## src/rtl/mmss_timer.sv

```systemverilog
// rtl/mmss_timer.sv - mm:ss up/down timer with prescaler, preset load and 7-segment outputs
module mmss_timer #(
    parameter int CLK_HZ   = 50_000_000,
    parameter int TICK_HZ  = 1,
    parameter int BLANK_LZ = 0
) (
    input  logic       CLK,
    input  logic       RST,
    input  logic       START_STOP,
    input  logic       CLR,
    input  logic       LOAD,
    input  logic [2:0] LD_M10,
    input  logic [3:0] LD_M1,
    input  logic [2:0] LD_S10,
    input  logic [3:0] LD_S1,
    input  logic       DOWN,
    output logic       RUN,
    output logic       DONE,
    output logic       TICK,
    output logic [2:0] M10,
    output logic [3:0] M1,
    output logic [2:0] S10,
    output logic [3:0] S1,
    output logic [6:0] HEX3,
    output logic [6:0] HEX2,
    output logic [6:0] HEX1,
    output logic [6:0] HEX0
);

    localparam int DIV = CLK_HZ / TICK_HZ;
    localparam int PW  = $clog2(DIV);
    localparam logic [PW-1:0] PRE_MAX = PW'(DIV - 1);

    logic [PW-1:0] pre;
    logic          run;
    logic          done;
    logic          tick;
    logic [2:0]    m10, s10;
    logic [3:0]    m1, s1;

    logic [2:0]    nxt_m10, nxt_s10;
    logic [3:0]    nxt_m1, nxt_s1;
    logic          en;
    logic          time_zero;
    logic          nxt_zero;
    logic          start_blocked;

    assign en            = run && (pre == PRE_MAX);
    assign time_zero     = (m10 == 3'd0) && (m1 == 4'd0) && (s10 == 3'd0) && (s1 == 4'd0);
    assign nxt_zero      = (nxt_m10 == 3'd0) && (nxt_m1 == 4'd0) && (nxt_s10 == 3'd0) && (nxt_s1 == 4'd0);
    assign start_blocked = !run && DOWN && time_zero;

    // Digit-wise carry/borrow chain; counting down from 00:00 holds at zero
    always_comb begin
        nxt_m10 = m10;
        nxt_m1  = m1;
        nxt_s10 = s10;
        nxt_s1  = s1;
        if (!DOWN) begin
            if (s1 != 4'd9) begin
                nxt_s1 = s1 + 4'd1;
            end else begin
                nxt_s1 = 4'd0;
                if (s10 != 3'd5) begin
                    nxt_s10 = s10 + 3'd1;
                end else begin
                    nxt_s10 = 3'd0;
                    if (m1 != 4'd9) begin
                        nxt_m1 = m1 + 4'd1;
                    end else begin
                        nxt_m1  = 4'd0;
                        nxt_m10 = (m10 != 3'd5) ? m10 + 3'd1 : 3'd0;
                    end
                end
            end
        end else if (!time_zero) begin
            if (s1 != 4'd0) begin
                nxt_s1 = s1 - 4'd1;
            end else begin
                nxt_s1 = 4'd9;
                if (s10 != 3'd0) begin
                    nxt_s10 = s10 - 3'd1;
                end else begin
                    nxt_s10 = 3'd5;
                    if (m1 != 4'd0) begin
                        nxt_m1 = m1 - 4'd1;
                    end else begin
                        nxt_m1  = 4'd9;
                        nxt_m10 = (m10 != 3'd0) ? m10 - 3'd1 : 3'd5;
                    end
                end
            end
        end
    end

    // CLR > LOAD > START_STOP > tick; a start/stop cycle also freezes the prescaler
    always_ff @(posedge CLK or negedge RST) begin
        if (!RST) begin
            pre  <= '0;
            run  <= 1'b0;
            done <= 1'b0;
            tick <= 1'b0;
            m10  <= 3'd0;
            m1   <= 4'd0;
            s10  <= 3'd0;
            s1   <= 4'd0;
        end else if (CLR) begin
            pre  <= '0;
            run  <= 1'b0;
            done <= 1'b0;
            tick <= 1'b0;
            m10  <= 3'd0;
            m1   <= 4'd0;
            s10  <= 3'd0;
            s1   <= 4'd0;
        end else if (LOAD) begin
            pre  <= '0;
            run  <= 1'b0;
            done <= 1'b0;
            tick <= 1'b0;
            m10  <= (LD_M10 > 3'd5) ? 3'd5 : LD_M10;
            m1   <= (LD_M1  > 4'd9) ? 4'd9 : LD_M1;
            s10  <= (LD_S10 > 3'd5) ? 3'd5 : LD_S10;
            s1   <= (LD_S1  > 4'd9) ? 4'd9 : LD_S1;
        end else if (START_STOP) begin
            tick <= 1'b0;
            if (!start_blocked) begin
                run <= !run;
                if (!run) begin
                    done <= 1'b0;
                end
            end
        end else if (en) begin
            pre  <= '0;
            tick <= 1'b1;
            m10  <= nxt_m10;
            m1   <= nxt_m1;
            s10  <= nxt_s10;
            s1   <= nxt_s1;
            if (DOWN && nxt_zero) begin
                run  <= 1'b0;
                done <= 1'b1;
            end
        end else begin
            tick <= 1'b0;
            if (run) begin
                pre <= pre + PW'(1);
            end
        end
    end

    function automatic logic [6:0] seg7(input logic [3:0] d);
        case (d)
            4'd0:    seg7 = 7'h40;
            4'd1:    seg7 = 7'h79;
            4'd2:    seg7 = 7'h24;
            4'd3:    seg7 = 7'h30;
            4'd4:    seg7 = 7'h19;
            4'd5:    seg7 = 7'h12;
            4'd6:    seg7 = 7'h02;
            4'd7:    seg7 = 7'h58;
            4'd8:    seg7 = 7'h00;
            4'd9:    seg7 = 7'h10;
            default: seg7 = 7'h7F;
        endcase
    endfunction

    assign RUN  = run;
    assign DONE = done;
    assign TICK = tick;
    assign M10  = m10;
    assign M1   = m1;
    assign S10  = s10;
    assign S1   = s1;

    assign HEX3 = ((BLANK_LZ != 0) && (m10 == 3'd0)) ? 7'h7F : seg7({1'b0, m10});
    assign HEX2 = seg7(m1);
    assign HEX1 = seg7({1'b0, s10});
    assign HEX0 = seg7(s1);

endmodule
```

## config.mk

```make
export PLATFORM = sky130hd
export DESIGN_NAME = mmss_timer
export DESIGN_NICKNAME = d
export VERILOG_FILES = /design/src/rtl/mmss_timer.sv
export SDC_FILE = /design/constraint.sdc
export NUM_CORES = 1
export LEC_CHECK = 0
export BUFFER_PORTS_ARGS = -buffer_cell sky130_fd_sc_hd__buf_2
export CELL_PAD_IN_SITES_DETAIL_PLACEMENT = 1
export CELL_PAD_IN_SITES_GLOBAL_PLACEMENT = 1
export CORE_ASPECT_RATIO = 2
export CORE_MARGIN = 2
export CORE_UTILIZATION = 39
export DETAILED_ROUTE_END_ITERATION = 10
export PLACE_DENSITY_LB_ADDON = 0.15
export SETUP_SLACK_MARGIN = 0.3
export SLEW_MARGIN = 20
export SYNTH_ARGS = -nofsm -noshare
export SYNTH_HDL_FRONTEND = slang
export SYNTH_SLANG_ARGS = --single-unit
```

## constraint.sdc

```tcl
create_clock -name CLK -period 5.88 [get_ports CLK]
set_input_delay 1.764 -clock CLK [delete_from_list [all_inputs] [get_ports CLK]]
set_output_delay 1.764 -clock CLK [all_outputs]
set_load 0.005 [all_outputs]
```

==> flow_metrics.py, run 1 <==
metrics = {
    "status": {
        "status": "finished clean",
    },
    "place": {
        "hpwl_um": 9450,
        "io_buffer_count": 64,
        "place.gp.congestion": 0.841,
        "dp_slack_ns": 1.51,
    },
    "cts": {
        "cts_tree": "built",
        "h-tree-depth": 2,
        "cts_made_buffers": 5,
        "cts_max_path_buffers": 2,
        "clock-root-buffer": "clkbuf_16",
        "clk_pin_slew_ns": 0.06,
        "cts.sink_count": 43,
        "cts_setup_buffers": 0,
        "clk_latency_ns": 0.29,
        "holdBufCountCts": 0,
        "cts.repair.resized": 0,
    },
    "floorplan": {
        "std_cell_rows": 50,
        "die_w_um": 73.7,
        "die_area_um2": 10600,
        "die_h_um": 143,
        "boundaryPins": 65,
        "coreArea_um2": 9380,
        "start_util": 0.404,
    },
    "synthesis": {
        "syn_nets": 528,
        "synth_edf_count": 0,
        "synth_cell_type_count": 67,
        "ys_seq_elements": 43,
        "avgSynthCellArea_um2": 7.88,
        "synth_area_um2": 3790,
        "ys.flop_type": "dfrtp_1",
        "synthCells": 481,
        "yosys_warnings": 0,
        "postSynth.asyncResetShare": 1.00,
        "ys_seq_area_frac": 0.284,
    },
    "cells_and_area": {
        "nFillCells": 1188,
        "area_growth_syn_to_layout_pct": 13.3,
        "diodes": 0,
        "layout-drive-gt1-share": 0.169,
        "fin_nets": 568,
    },
    "grt": {
        "grt.total_usage": 0.243,
        "grt_pass1_vias": 3966,
        "antenna_found_initial": 0,
        "grt_max_degree": 44,
        "overflow": 0,
        "grt_pass1_wl_um": 20000,
    },
    "setup_path": {
        "required_ns": 6.09,
        "worstPathMaxFanout": 28,
        "crit_path_end_kind": "flip-flop",
        "crit_type": "input port to flip-flop",
        "crit_arrival_ns": 4.27,
        "critPathLaunchType": "input port",
    },
    "power_and_ir_drop": {
        "swShare": 0.301,
        "ir_drop_uv": 220,
        "p_seq_frac": 0.385,
        "switchingPower_mw": 0.254,
        "p_int_mw": 0.590,
        "powerDensity_nw_per_um2": 196,
        "power_frac_comb": 0.227,
        "clockPowerShare": 0.387,
        "leakage_nw": 1.87,
    },
    "sta": {
        "tightestPinTransition_ns": 1.01,
        "fin_crit_ns": 4.07,
        "hold_violations": 0,
        "clock.fmax_mhz": 246,
        "worst_slack_ns": 1.81,
        "report.final.slew_viol_count": 0,
        "setup-tns-final_ns": 0,
        "fin_crit_sh": 0.692,
        "rsz0062_at_grt": "no",
        "final-setup-viol-count": 0,
        "fin_skew_ns": 0.00883,
        "max-slew-margin-rel": 0.329,
    },
    "routing": {
        "vias": 3768,
        "wl_um": 12100,
        "wl_per_cell_um": 19.3,
        "routed_via_density": 6.02,
        "drtIter0Drc": 139,
        "remaining_drc_errors": 0,
        "dr.pass1.iters": 4,
        "ant_nets": 0,
    },
    "hold_path": {
        "min_path_type": "flip-flop to flip-flop",
    },
    "flow_run": {
        "maxCapViolCount": 0,
    },
}
## final cells by class
cell class	count	area (um^2)	area share
Clock inverter	2	35.0	0.00816
Inverter	32	120	0.0280
Clock buffer	6	139	0.0323
Multi-Input combinational cell	375	2470	0.576
Tap cell	104	130	0.0303
Timing Repair Buffer	64	320	0.0746
Sequential cell	43	1080	0.251
## synthesized netlist by cell type (all sizes together) (4+ instances only)
library cell  count  area (um^2)
nor3              8         56.3
xnor2             5         43.8
a21oi            29          145
a31oi             8         50.1
dfrtp            43         1080
o21ai            34          170
nor2b             7         43.8
buf               5         31.3
a211oi           10         80.1
nand3            14         70.1
and3              4         25.0
nand3b            5         37.5
xor2             16          140
nand4b            4         35.0
o211ai            5         37.5
nand4            11         68.8
a211o             5         43.8
ha               27          338
nand2b            5         31.3
clkbuf           26         97.6
nor4              9         56.3
nor2             60          225
and2              6         37.5
nand2            37          139
or3               6         37.5
o21a              4         30.0
or4               4         30.0
inv              31          116
## critical path, stage by stage
cell	delay (ns)
buf_2	0.39
nor2_1	0.32
a211oi_1	0.62
or4b_1	0.64
or3_1	0.39
a21oi_1	0.14
## through the flow
stage	utilization	hold slack [ns]	instances	area [um^2]	power [mW]
final	0.458	0.555	626	4290	0.843
after global routing	0.458	0.585	626	4290	0.889
after CTS	0.458	0.562	626	4290	0.854
after detailed placement	0.439	0.549	618	4120	0.522
after global placement	0.439	0.527	618	4120	0.518
after floorplan	-	0.505	481	3790	0.443
## cells by family (layout without fill, tap and decap cells)
logic type	count (synthesis)	after routing	share of synthesized area
compound gates	126	126	0.221
xor+xnor	21	21	0.0485
fa+ha+maj	27	27	0.0891
buf+inv	63	104	0.0657
flops	43	43	0.284
mux	7	7	0.0228
simple gates	194	194	0.269
## registers in the layout, summed over array words and instances, names as in the netlist
name  flops
pre      26
M1        4
S1        4
M10       3
S10       3
DONE      1
RUN       1
TICK      1
## worst paths after layout
kind | start | depth (start not counted) | endpoint | slack (ns)
max | LOAD | 6 | pre[25] | 1.81
min | pre[5] | 2 | pre[5] | 0.56
max reg2reg | M1[0] | 8 | RUN | 2.44
min reg2reg | pre[5] | 2 | pre[5] | 0.56
max in group asynchronous | RST | 1 | pre[5] | 3.61
min in group asynchronous | RST | 1 | pre[2] | 1.63
## metal layers
layer / global-route usage / wire, um / vias up
met5: 0 / 0 / -
met4: 0.122 / 538 / 0
met3: 0.0281 / 320 / 35
met2: 0.465 / 7000 / 80
met1: 0.245 / 4200 / 1843
li1: - / - / 1810
## cells in the final DEF (no fill, tap or decap), drive strengths merged, types with 3 or more instances in the layout
cell type	netlist	final
xor2	16	16
a211oi	10	10
nand3b	5	5
xnor2	5	5
nand4b	4	4
and2	6	6
or4b	3	3
buf	5	64
nor2	60	60
inv	31	31
mux2i	3	3
nand2b	5	5
and4	3	3
and3	4	4
nor4	9	9
nand4	11	11
or3	6	6
a31oi	8	8
nor2b	7	7
nor3	8	8
or4	4	4
a21oi	29	29
nand3	14	14
o211ai	5	5
o21ai	34	34
mux2	3	3
ha	27	27
o21a	4	4
o32ai	3	3
nand2	37	37
a211o	5	5
o32a	3	3
clkbuf	26	6
dfrtp	43	43
nor3b	3	3
o311a	3	3
## power groups by stage
| stage | registers, mW | logic (mW) | clock network, mW |
|---|---|---|---|
| floorplan | 0.318 | 0.126 | 0 |
| global placement | 0.329 | 0.189 | 0 |
| detailed placement | 0.330 | 0.192 | 0 |
| CTS | 0.325 | 0.193 | 0.336 |
| global route | 0.327 | 0.214 | 0.347 |
| finish | 0.325 | 0.192 | 0.327 |
No activity file was read; power rests on OpenSTA's default activity.
==> run 2, diff against run 1 <==
- CORE_UTILIZATION: 39 -> 38
- clock period: 5.88 -> 3.65 ns (I/O delays scaled with it)
==> flow_metrics.py, run 2 (same netlist as run 1, synthesis figures left out) <==
metrics = {
    "sta": {
        "report.final.slew_viol_count": 0,
        "rsz0062_at_grt": "no",
        "fin_crit_sh": 0.848,
        "fin_skew_ns": 0.00763,
        "clock.fmax_mhz": 323,
        "final-setup-viol-count": 0,
        "setup-tns-final_ns": 0,
        "worst_slack_ns": 0.557,
        "tightestPinTransition_ns": 0.626,
        "fin_crit_ns": 3.09,
        "hold_violations": 0,
        "max-slew-margin-rel": 0.583,
    },
    "power_and_ir_drop": {
        "switchingPower_mw": 0.410,
        "powerDensity_nw_per_um2": 292,
        "leakage_nw": 1.95,
        "power_frac_comb": 0.264,
        "clockPowerShare": 0.344,
        "ir_drop_uv": 264,
        "p_seq_frac": 0.392,
        "swShare": 0.315,
        "p_int_mw": 0.890,
    },
    "grt": {
        "grt_pass1_vias": 4091,
        "grt.total_usage": 0.248,
        "grt_max_degree": 44,
        "overflow": 0,
        "grt_pass1_wl_um": 20800,
        "antenna_found_initial": 0,
    },
    "setup_path": {
        "worstSetupEndpoint": "S1[3]",
        "critPathLaunchType": "flip-flop",
        "required_ns": 3.83,
        "cpMaxStageDelayCell": "or4_1",
        "crit_chain": "ha_1 -> or4b_1 -> or4_1 -> nor3_4 -> buf_4 -> mux2_2 -> mux2i_1 -> nor2_1",
        "reg2reg_depth": 8,
        "worstPathMaxFanout": 13,
        "reg2reg_slack_ns": 0.56,
        "crit_path_end_kind": "flip-flop",
        "critical_path.max_stage_delay_ns": 0.67,
        "r2r-end": "S1[3]",
        "critPathLaunch": "pre[0]",
        "crit_arrival_ns": 3.27,
        "crit_type": "flip-flop to flip-flop",
        "worstReg2RegStart": "pre[0]",
    },
    "cts": {
        "cts.repair.resized": 0,
        "holdBufCountCts": 0,
        "clk_pin_slew_ns": 0.06,
        "clock-root-buffer": "clkbuf_16",
        "cts_setup_buffers": 0,
        "cts_tree": "built",
        "cts_made_buffers": 5,
        "cts_max_path_buffers": 2,
        "h-tree-depth": 2,
        "cts.sink_count": 43,
        "clk_latency_ns": 0.29,
    },
    "floorplan": {
        "start_util": 0.391,
        "std_cell_rows": 51,
        "die_area_um2": 10800,
        "die_h_um": 145,
        "die_w_um": 74.6,
        "boundaryPins": 65,
        "coreArea_um2": 9700,
    },
    "hold_path": {
        "min_path_type": "flip-flop to flip-flop",
    },
    "cells_and_area": {
        "final_common_cell": "buf_2",
        "layout-drive-gt1-share": 0.198,
        "stdcell_area_um2": 4440,
        "top_register": "pre",
        "largest_reg_flops": 26,
        "diodes": 0,
        "area_growth_syn_to_layout_pct": 17.2,
        "final_cell_mix": "buf_2 (63), nor2_1 (60), dfrtp_1 (43)",
        "fin_nets": 588,
    },
    "place": {
        "io_buffer_count": 64,
        "hpwl_um": 10100,
        "dp_slack_ns": 0.567,
        "placed_area_um2": 4300,
        "place.gp.congestion": 0.923,
    },
    "routing": {
        "wl_um": 12700,
        "ant_nets": 0,
        "wl_per_cell_um": 18.9,
        "drtIter0Drc": 168,
        "remaining_drc_errors": 0,
        "dr.pass1.iters": 4,
        "vias": 3850,
        "routed_via_density": 5.72,
    },
    "flow_run": {
        "maxCapViolCount": 0,
    },
    "status": {
        "status": "finished clean",
    },
}
## run 2: changes by cell type in the layout (fill, tap and decap cells not counted), sizes merged
cell and change:
bufinv -1, buf +20
## run 2: worst min path at each step
stage / startpoint / to / slack [ns] / cells past startpoint
floorplan: pre[0] / pre[0] / 0.51 / 1
global placement: pre[0] / pre[0] / 0.53 / 1
detailed placement: pre[15] / pre[15] / 0.55 / 2
CTS: pre[5] / pre[5] / 0.56 / 2
global route: pre[15] / pre[15] / 0.60 / 2
finish: pre[5] / pre[5] / 0.56 / 2
## run 2: area by class of cell
class	instances	area (um^2)
flip-flops and latches	43	1080
multi-input cells	375	2460
clock inverters	1	5.00
repair buffers	84	473
fillers	1233	5260
inverters	32	120
well taps	132	165
clock buffers	6	139
## run 2: metal layers
metal / global-route usage / vias to the layer above / wire (um)
li1: - / 1847 / -
met1: 0.252 / 1876 / 4360
met2: 0.479 / 91 / 7560
met3: 0.0208 / 36 / 292
met4: 0.108 / 0 / 493
met5: 0 / - / 0
## run 2: worst max-delay path, delay by kind of cell, from the launching register on
family	cells	cell delay (ns)
adders and majority gates	1	0.24
buffers and inverters	1	0.26
DFF	1	0.41
muxes	2	0.50
and+or+nand+nor	4	1.56
## run 2: per-stage QoR
stage | utilization | power (mW) | std cells | hold WS (ns)
final | 0.458 | 1.30 | 673 | 0.556
after floorplan | - | 0.714 | 481 | 0.505
after detailed placement | 0.443 | 0.861 | 666 | 0.547
after global routing | 0.458 | 1.37 | 673 | 0.602
after CTS | 0.458 | 1.32 | 673 | 0.560
after global placement | 0.443 | 0.853 | 666 | 0.530
## run 2: power by group through the flow
stage / Sequential, mW / Clock [mW] / Combinational (mW)
2_1_floorplan: 0.512 / 0 / 0.203
3_3_place_gp: 0.517 / 0 / 0.336
5_1_grt: 0.511 / 0.476 / 0.383
4_1_cts: 0.509 / 0.464 / 0.345
3_5_place_dp: 0.518 / 0 / 0.343
6_report: 0.509 / 0.447 / 0.343
